--- src/rtl/clock_ctrl_pkg.sv ---
// Shared constants and state encoding for the clock run controller.
package clock_ctrl_pkg;

   localparam int unsigned CLK_DIV_WIDTH = 28;
   localparam int unsigned CLK_DEB_WIDTH = 20;

   localparam logic [CLK_DIV_WIDTH-1:0] CLK_DEFAULT_DIVISOR = 28'd50000000;
   localparam logic [CLK_DEB_WIDTH-1:0] CLK_DEBOUNCE_CYCLES = 20'd500000;

   typedef enum logic [1:0] {
      ST_HALT  = 2'b00,
      ST_RUN   = 2'b01,
      ST_STEP  = 2'b10,
      ST_BREAK = 2'b11
   } run_state_e;

endpackage

--- src/rtl/clock_run_controller_debouncer.sv ---
// Two-flop synchronizer plus level debouncer for a bouncy board input,
// with a registered one-cycle pulse on each debounced rising edge.
module button_debouncer
   import clock_ctrl_pkg::*;
#(
   parameter int unsigned               DEB_WIDTH       = CLK_DEB_WIDTH,
   parameter logic [DEB_WIDTH-1:0]      DEBOUNCE_CYCLES = DEB_WIDTH'(CLK_DEBOUNCE_CYCLES)
) (
   input  logic clock,
   input  logic reset,
   input  logic i_raw,
   output logic o_level,
   output logic o_rise
);

   localparam logic [DEB_WIDTH-1:0] LP_CNT_LAST = DEBOUNCE_CYCLES - DEB_WIDTH'(1);

   logic                 r_sync1;
   logic                 r_sync2;
   logic                 r_level;
   logic                 r_rise;
   logic [DEB_WIDTH-1:0] r_cnt;

   // Any sample agreeing with the current level restarts the stability count.
   always_ff @(posedge clock) begin
      if (reset) begin
         r_sync1 <= 1'b0;
         r_sync2 <= 1'b0;
         r_level <= 1'b0;
         r_rise  <= 1'b0;
         r_cnt   <= '0;
      end else begin
         r_sync1 <= i_raw;
         r_sync2 <= r_sync1;
         r_rise  <= 1'b0;
         if (r_sync2 == r_level) begin
            r_cnt <= '0;
         end else if (r_cnt == LP_CNT_LAST) begin
            r_cnt   <= '0;
            r_level <= r_sync2;
            r_rise  <= r_sync2;
         end else begin
            r_cnt <= r_cnt + DEB_WIDTH'(1);
         end
      end
   end

   assign o_level = r_level;
   assign o_rise  = r_rise;

endmodule

--- src/rtl/clock_run_controller.sv ---
// Processor execution-rate controller: issues a one-cycle cpu_tick enable
// at a programmable rate (RUN), once per button press (STEP), or not at all.
module clock_run_controller
   import clock_ctrl_pkg::*;
#(
   parameter int unsigned               DIV_WIDTH       = CLK_DIV_WIDTH,
   parameter logic [DIV_WIDTH-1:0]      DEFAULT_DIVISOR = DIV_WIDTH'(CLK_DEFAULT_DIVISOR),
   parameter int unsigned               DEB_WIDTH       = CLK_DEB_WIDTH,
   parameter logic [DEB_WIDTH-1:0]      DEBOUNCE_CYCLES = DEB_WIDTH'(CLK_DEBOUNCE_CYCLES)
) (
   input  logic                 clock,
   input  logic                 reset,
   input  logic                 run_sw,
   input  logic                 step_btn,
   input  logic                 halt_req,
   input  logic                 divisor_load,
   input  logic [DIV_WIDTH-1:0] divisor_in,
   output logic                 cpu_tick,
   output logic [1:0]           run_state,
   output logic [31:0]          tick_count
);

   run_state_e           r_state;
   logic                 r_tick;
   logic [DIV_WIDTH-1:0] r_rate_cnt;
   logic [DIV_WIDTH-1:0] r_divisor;
   logic [31:0]          r_tick_count;

   run_state_e           w_state_nxt;
   logic                 w_tick_nxt;
   logic [DIV_WIDTH-1:0] w_rate_nxt;
   logic                 w_rate_wrap;
   logic [DIV_WIDTH-1:0] w_div_clamped;

   logic                 w_run_db;
   logic                 w_run_rise_unused;
   logic                 w_step_level_unused;
   logic                 w_step_pulse;

   button_debouncer #(
      .DEB_WIDTH       (DEB_WIDTH),
      .DEBOUNCE_CYCLES (DEBOUNCE_CYCLES)
   ) u_run_deb (
      .clock   (clock),
      .reset   (reset),
      .i_raw   (run_sw),
      .o_level (w_run_db),
      .o_rise  (w_run_rise_unused)
   );

   button_debouncer #(
      .DEB_WIDTH       (DEB_WIDTH),
      .DEBOUNCE_CYCLES (DEBOUNCE_CYCLES)
   ) u_step_deb (
      .clock   (clock),
      .reset   (reset),
      .i_raw   (step_btn),
      .o_level (w_step_level_unused),
      .o_rise  (w_step_pulse)
   );

   // Zero divisor would make divisor-1 wrap, so it is clamped to 1.
   assign w_div_clamped = (divisor_in == '0) ? DIV_WIDTH'(1) : divisor_in;
   assign w_rate_wrap   = (r_rate_cnt == (r_divisor - DIV_WIDTH'(1)));

   always_ff @(posedge clock) begin
      if (reset) begin
         r_state    <= ST_HALT;
         r_tick     <= 1'b0;
         r_rate_cnt <= '0;
      end else begin
         r_state    <= w_state_nxt;
         r_tick     <= w_tick_nxt;
         r_rate_cnt <= w_rate_nxt;
      end
   end

   always_comb begin
      w_state_nxt = r_state;
      w_tick_nxt  = 1'b0;
      w_rate_nxt  = '0;
      case (r_state)
         ST_HALT: begin
            if (w_run_db) begin
               w_state_nxt = ST_RUN;
            end else if (w_step_pulse) begin
               w_state_nxt = ST_STEP;
               w_tick_nxt  = 1'b1;
            end
         end
         ST_RUN: begin
            if (halt_req) begin
               w_state_nxt = ST_BREAK;
            end else if (!w_run_db) begin
               w_state_nxt = ST_HALT;
            end else if (w_rate_wrap) begin
               w_tick_nxt = 1'b1;
            end else begin
               w_rate_nxt = r_rate_cnt + DIV_WIDTH'(1);
            end
         end
         ST_STEP: begin
            w_state_nxt = ST_HALT;
         end
         ST_BREAK: begin
            if (!w_run_db) begin
               w_state_nxt = ST_HALT;
            end
         end
         default: begin
            w_state_nxt = ST_HALT;
         end
      endcase
      // A divisor load restarts the rate period and drops any pending rate tick.
      if (divisor_load) begin
         w_rate_nxt = '0;
         if (r_state == ST_RUN) begin
            w_tick_nxt = 1'b0;
         end
      end
   end

   always_ff @(posedge clock) begin
      if (reset) begin
         r_divisor    <= DEFAULT_DIVISOR;
         r_tick_count <= '0;
      end else begin
         if (divisor_load) begin
            r_divisor <= w_div_clamped;
         end
         if (r_tick) begin
            r_tick_count <= r_tick_count + 32'd1;
         end
      end
   end

   assign cpu_tick   = r_tick;
   assign run_state  = r_state;
   assign tick_count = r_tick_count;

endmodule

--- config.mk ---
export PLATFORM = sky130hd
export DESIGN_NAME = clock_run_controller
export DESIGN_NICKNAME = d
export VERILOG_FILES = /design/src/rtl/clock_ctrl_pkg.sv /design/src/rtl/clock_run_controller_debouncer.sv /design/src/rtl/clock_run_controller.sv
export SDC_FILE = /design/constraint.sdc
export NUM_CORES = 1
export LEC_CHECK = 0
export BUFFER_PORTS_ARGS = -buffer_cell sky130_fd_sc_hd__buf_2
export CORE_MARGIN = 8
export CORE_UTILIZATION = 45
export DETAILED_ROUTE_END_ITERATION = 10
export GPL_ROUTABILITY_DRIVEN = 0
export PLACE_DENSITY_LB_ADDON = 0.1
export SLEW_MARGIN = 5
export SYNTH_ARGS = -nofsm -noshare
export SYNTH_HDL_FRONTEND = slang
export SYNTH_SLANG_ARGS = --single-unit
--- constraint.sdc ---
create_clock -name clock -period 5.5 [get_ports clock]
set_clock_uncertainty 0.15 [all_clocks]
set_input_delay 0.55 -clock clock [delete_from_list [all_inputs] [get_ports clock]]
set_output_delay 0.55 -clock clock [all_outputs]
set_load 0.05 [all_outputs]
==> impl_metrics.tcl <==
set metrics [dict create \
    status "finished clean" \
    wl_per_cell_um 15.13 \
    timing.critical_path.buf_inv 2 \
    tightest_slew_ps 1125 \
    finalHoldViolCount 0 \
    route.detailed.drc 0 \
    synth_area_per_cell_sq_um 8.491 \
    slew_headroom_pct 24.73 \
    nFillCells 1345 \
    synth_edf_count 0 \
    routed_wl_um 15690 \
    ioPinCount 69 \
    cts.sinks 138 \
    postLayoutCoreUtil_pct 53.21 \
    fin_crit_sh_pct 64.78 \
    die_w_um 137.4 \
    cp.required_ps 5650 \
    ctsLongestPathBuffers 2 \
    syn_nets 820 \
    max_cap_violations 0 \
    cpMostUsedCell "nand3_1" \
    fin_crit_ps 3563 \
    grt_overflow 0 \
    core-area_sq_um 14480 \
    drive_gt1_share_pct 13.03 \
    fin_area_sq_um 7705 \
    die_h_um 137.4 \
    via_count 5585 \
    cp_slowest_cell "nor4b_1" \
    vias_per_cell 5.386 \
    total_power_mw 2.337 \
    setup_viol 0 \
    post-cts-setup-buffer-count 0 \
    root_buffer "clkbuf_16" \
    ys_types 53 \
    cts_max_level 4 \
    cts_resized 0 \
    tritoncts "done" \
    place_area_sq_um 7084 \
    yosys_most_used_dff "dfxtp_1" \
    p_per_area_nw_per_um2 303.3 \
    slowest_delay_ps 870 \
    worstSetupStartpointType "flop" \
    critPathKind "flop to flop" \
    grt_pass1_wl_um 26120 \
    crit_chain "inv_1 > ha_1 > nor4b_1 > nand3_1 > mux2i_1 > a2111oi_0 > nand3_1 > nor4b_4 > buf_4 > nor2_1" \
    rsz0062_at_grt "no" \
    clock_latency_ps 420 \
    final_common_cell "dfxtp_1" \
    start_util_pct 45.80 \
    syn_area_sq_um 6631 \
    num_rows 44 \
    grt_use_total_pct 17.13 \
    p_leak_nw 2.956 \
    ir_drop_v 0.0002376 \
    numCtsBuffers 17 \
    most-common-layout-cells "dfxtp_1 (138), nor2_1 (125), nand2_1 (85)" \
    cp-end-kind "flop" \
    yosysWarnings 0 \
    grt_pass1_vias 5440 \
    fin_setup_tns_ps 0 \
    antenna_left 0 \
    crit_family "simple AND/OR/NAND/NOR gates" \
    max_freq_mhz 280.7 \
    crit_fanout 28 \
    first_iter_violations 341 \
    area_delta_synth_final_pct 16.19 \
    synth_seq_area_share_pct 41.66 \
    arrival_ps 3710 \
    synth_seq_cells 138 \
    io_buffers 68 \
    hold_class "input port to flop" \
    nets 880 \
    antenna_found_initial 0 \
    grt_max_degree 48 \
    ctsHoldBuffers 0 \
    synthArstFlopShare_pct 0 \
    drv_slew 0 \
    drt_pass1_iterations 5 \
    dieArea_sq_um 18880 \
    path_clk_slew_ps 60 \
    dp_hpwl_um 11480 \
    postSynthCellCount 781 \
    whs_ps 202.1 \
]
[worst reg2reg max path: stages (launching register included)]
cell	delay (ps)
dfxtp_1	360
inv_1	80
ha_1	260
nor4b_1	880
nand3_1	190
mux2i_1	170
a2111oi_0	410
nand3_1	220
nor4b_4	290
buf_4	330
nor2_1	100
[registers in the layout, summed over array words and instances, names as in the netlist]
register	flops
u_step_deb.r_cnt	20
r_rate_cnt	28
u_step_deb.r_sync2	1
u_step_deb.o_level	1
u_run_deb.r_cnt	20
u_step_deb.o_rise	1
tick_count	32
u_run_deb.r_sync1	1
u_run_deb.r_sync2	1
run_state	2
r_divisor	28
u_run_deb.o_level	1
u_step_deb.r_sync1	1
cpu_tick	1
[cells in the mapped netlist (2+ instances only)]
cell type    n  area [sq um]
a21oi_1     17         85.08
a221oi_1     2         17.52
a22o_1      15         131.4
a31o_2       2         17.52
a41oi_1      4         35.03
and3_1      17         106.4
and4_1      10         87.58
buf_6        4         45.04
clkbuf_1    24         90.09
dfxtp_1    138          2763
ha_1         5         62.56
inv_1       18         67.56
mux2i_1     14         140.1
nand2_1     85         319.1
nand3_1     39         195.2
nand4_1     24         150.1
nand4b_1     2         17.52
nor2_1     125         469.2
nor2b_1      8         50.05
nor3_1      18         90.09
nor4_1      17         106.4
nor4b_1      2         17.52
o211ai_1     4         30.03
o21ai_0     16         80.08
o31a_1       2         17.52
o31ai_1      2         15.01
or2_2        2         12.51
or3_1       20         125.1
or4_1        2         15.01
xnor2_1     54         473.0
xor2_1      67         586.8
[layout make-up]
class	count	area, sq um	share of cell area, %
Inverter	18	67.56	0.8769
Sequential cell	138	2763	35.86
Timing Repair Buffer	70	355.3	4.612
Antenna cell	1	2.502	0.03248
Clock buffer	23	478.0	6.203
Clock inverter	7	140.1	1.819
Tap cell	184	230.2	2.988
Multi-Input combinational cell	596	3669	47.61
[metrics by stage]
stage / std cells / worst slack, ps
finish: 1037 / 1937
global route: 1036 / 1681
CTS: 1036 / 1996
detailed placement: 1006 / 2026
global placement: 1006 / 2208
floorplan: 781 / 2556
[worst paths after layout]
| kind | from | end | slack (ps) | depth (start not counted) |
|---|---|---|---|---|
| worst max-delay path | r_divisor[0] | r_rate_cnt[9] | 1940 | 10 |
| worst min-delay path | step_btn | u_step_deb.r_sync1 | 200 | 2 |
| worst max register to register | r_divisor[0] | r_rate_cnt[9] | 1940 | 10 |
| worst min register to register | u_step_deb.r_sync1 | u_step_deb.r_sync2 | 290 | 1 |
[layer usage]
metal | GRT usage [%] | up-vias | part of all wire [%]
met4 | 5.914 | 0 | 1.4
met5 | 0 | - | 0
met1 | 21.66 | 2646 | 48
met3 | 4.668 | 18 | 4.4
li1 | - | 2816 | -
met2 | 27.49 | 105 | 46
[report_power, final]
group | switching [mW] | leakage, nW | internal (mW) | total, mW
Sequential | 0.0206 | 1.12 | 1.01 | 1.04
Clock | 0.409 | 0.295 | 0.789 | 1.20
Combinational | 0.0591 | 1.54 | 0.0451 | 0.104
Total | 0.489 | 2.96 | 1.85 | 2.34
[cell families (layout without fill, tap and decap cells)]
family / count (synthesis) / in the layout / share of synthesized area [%]
simple gates: 380 / 380 / 28.02
flops: 138 / 138 / 41.66
xor+xnor: 121 / 121 / 15.98
compound gates: 75 / 75 / 8.000
buf+inv: 47 / 118 / 3.113
mux: 15 / 15 / 2.283
fa+ha+maj: 5 / 5 / 0.9434
other cells: 0 / 1 / 0
No activity file was read; power rests on OpenSTA's default activity.
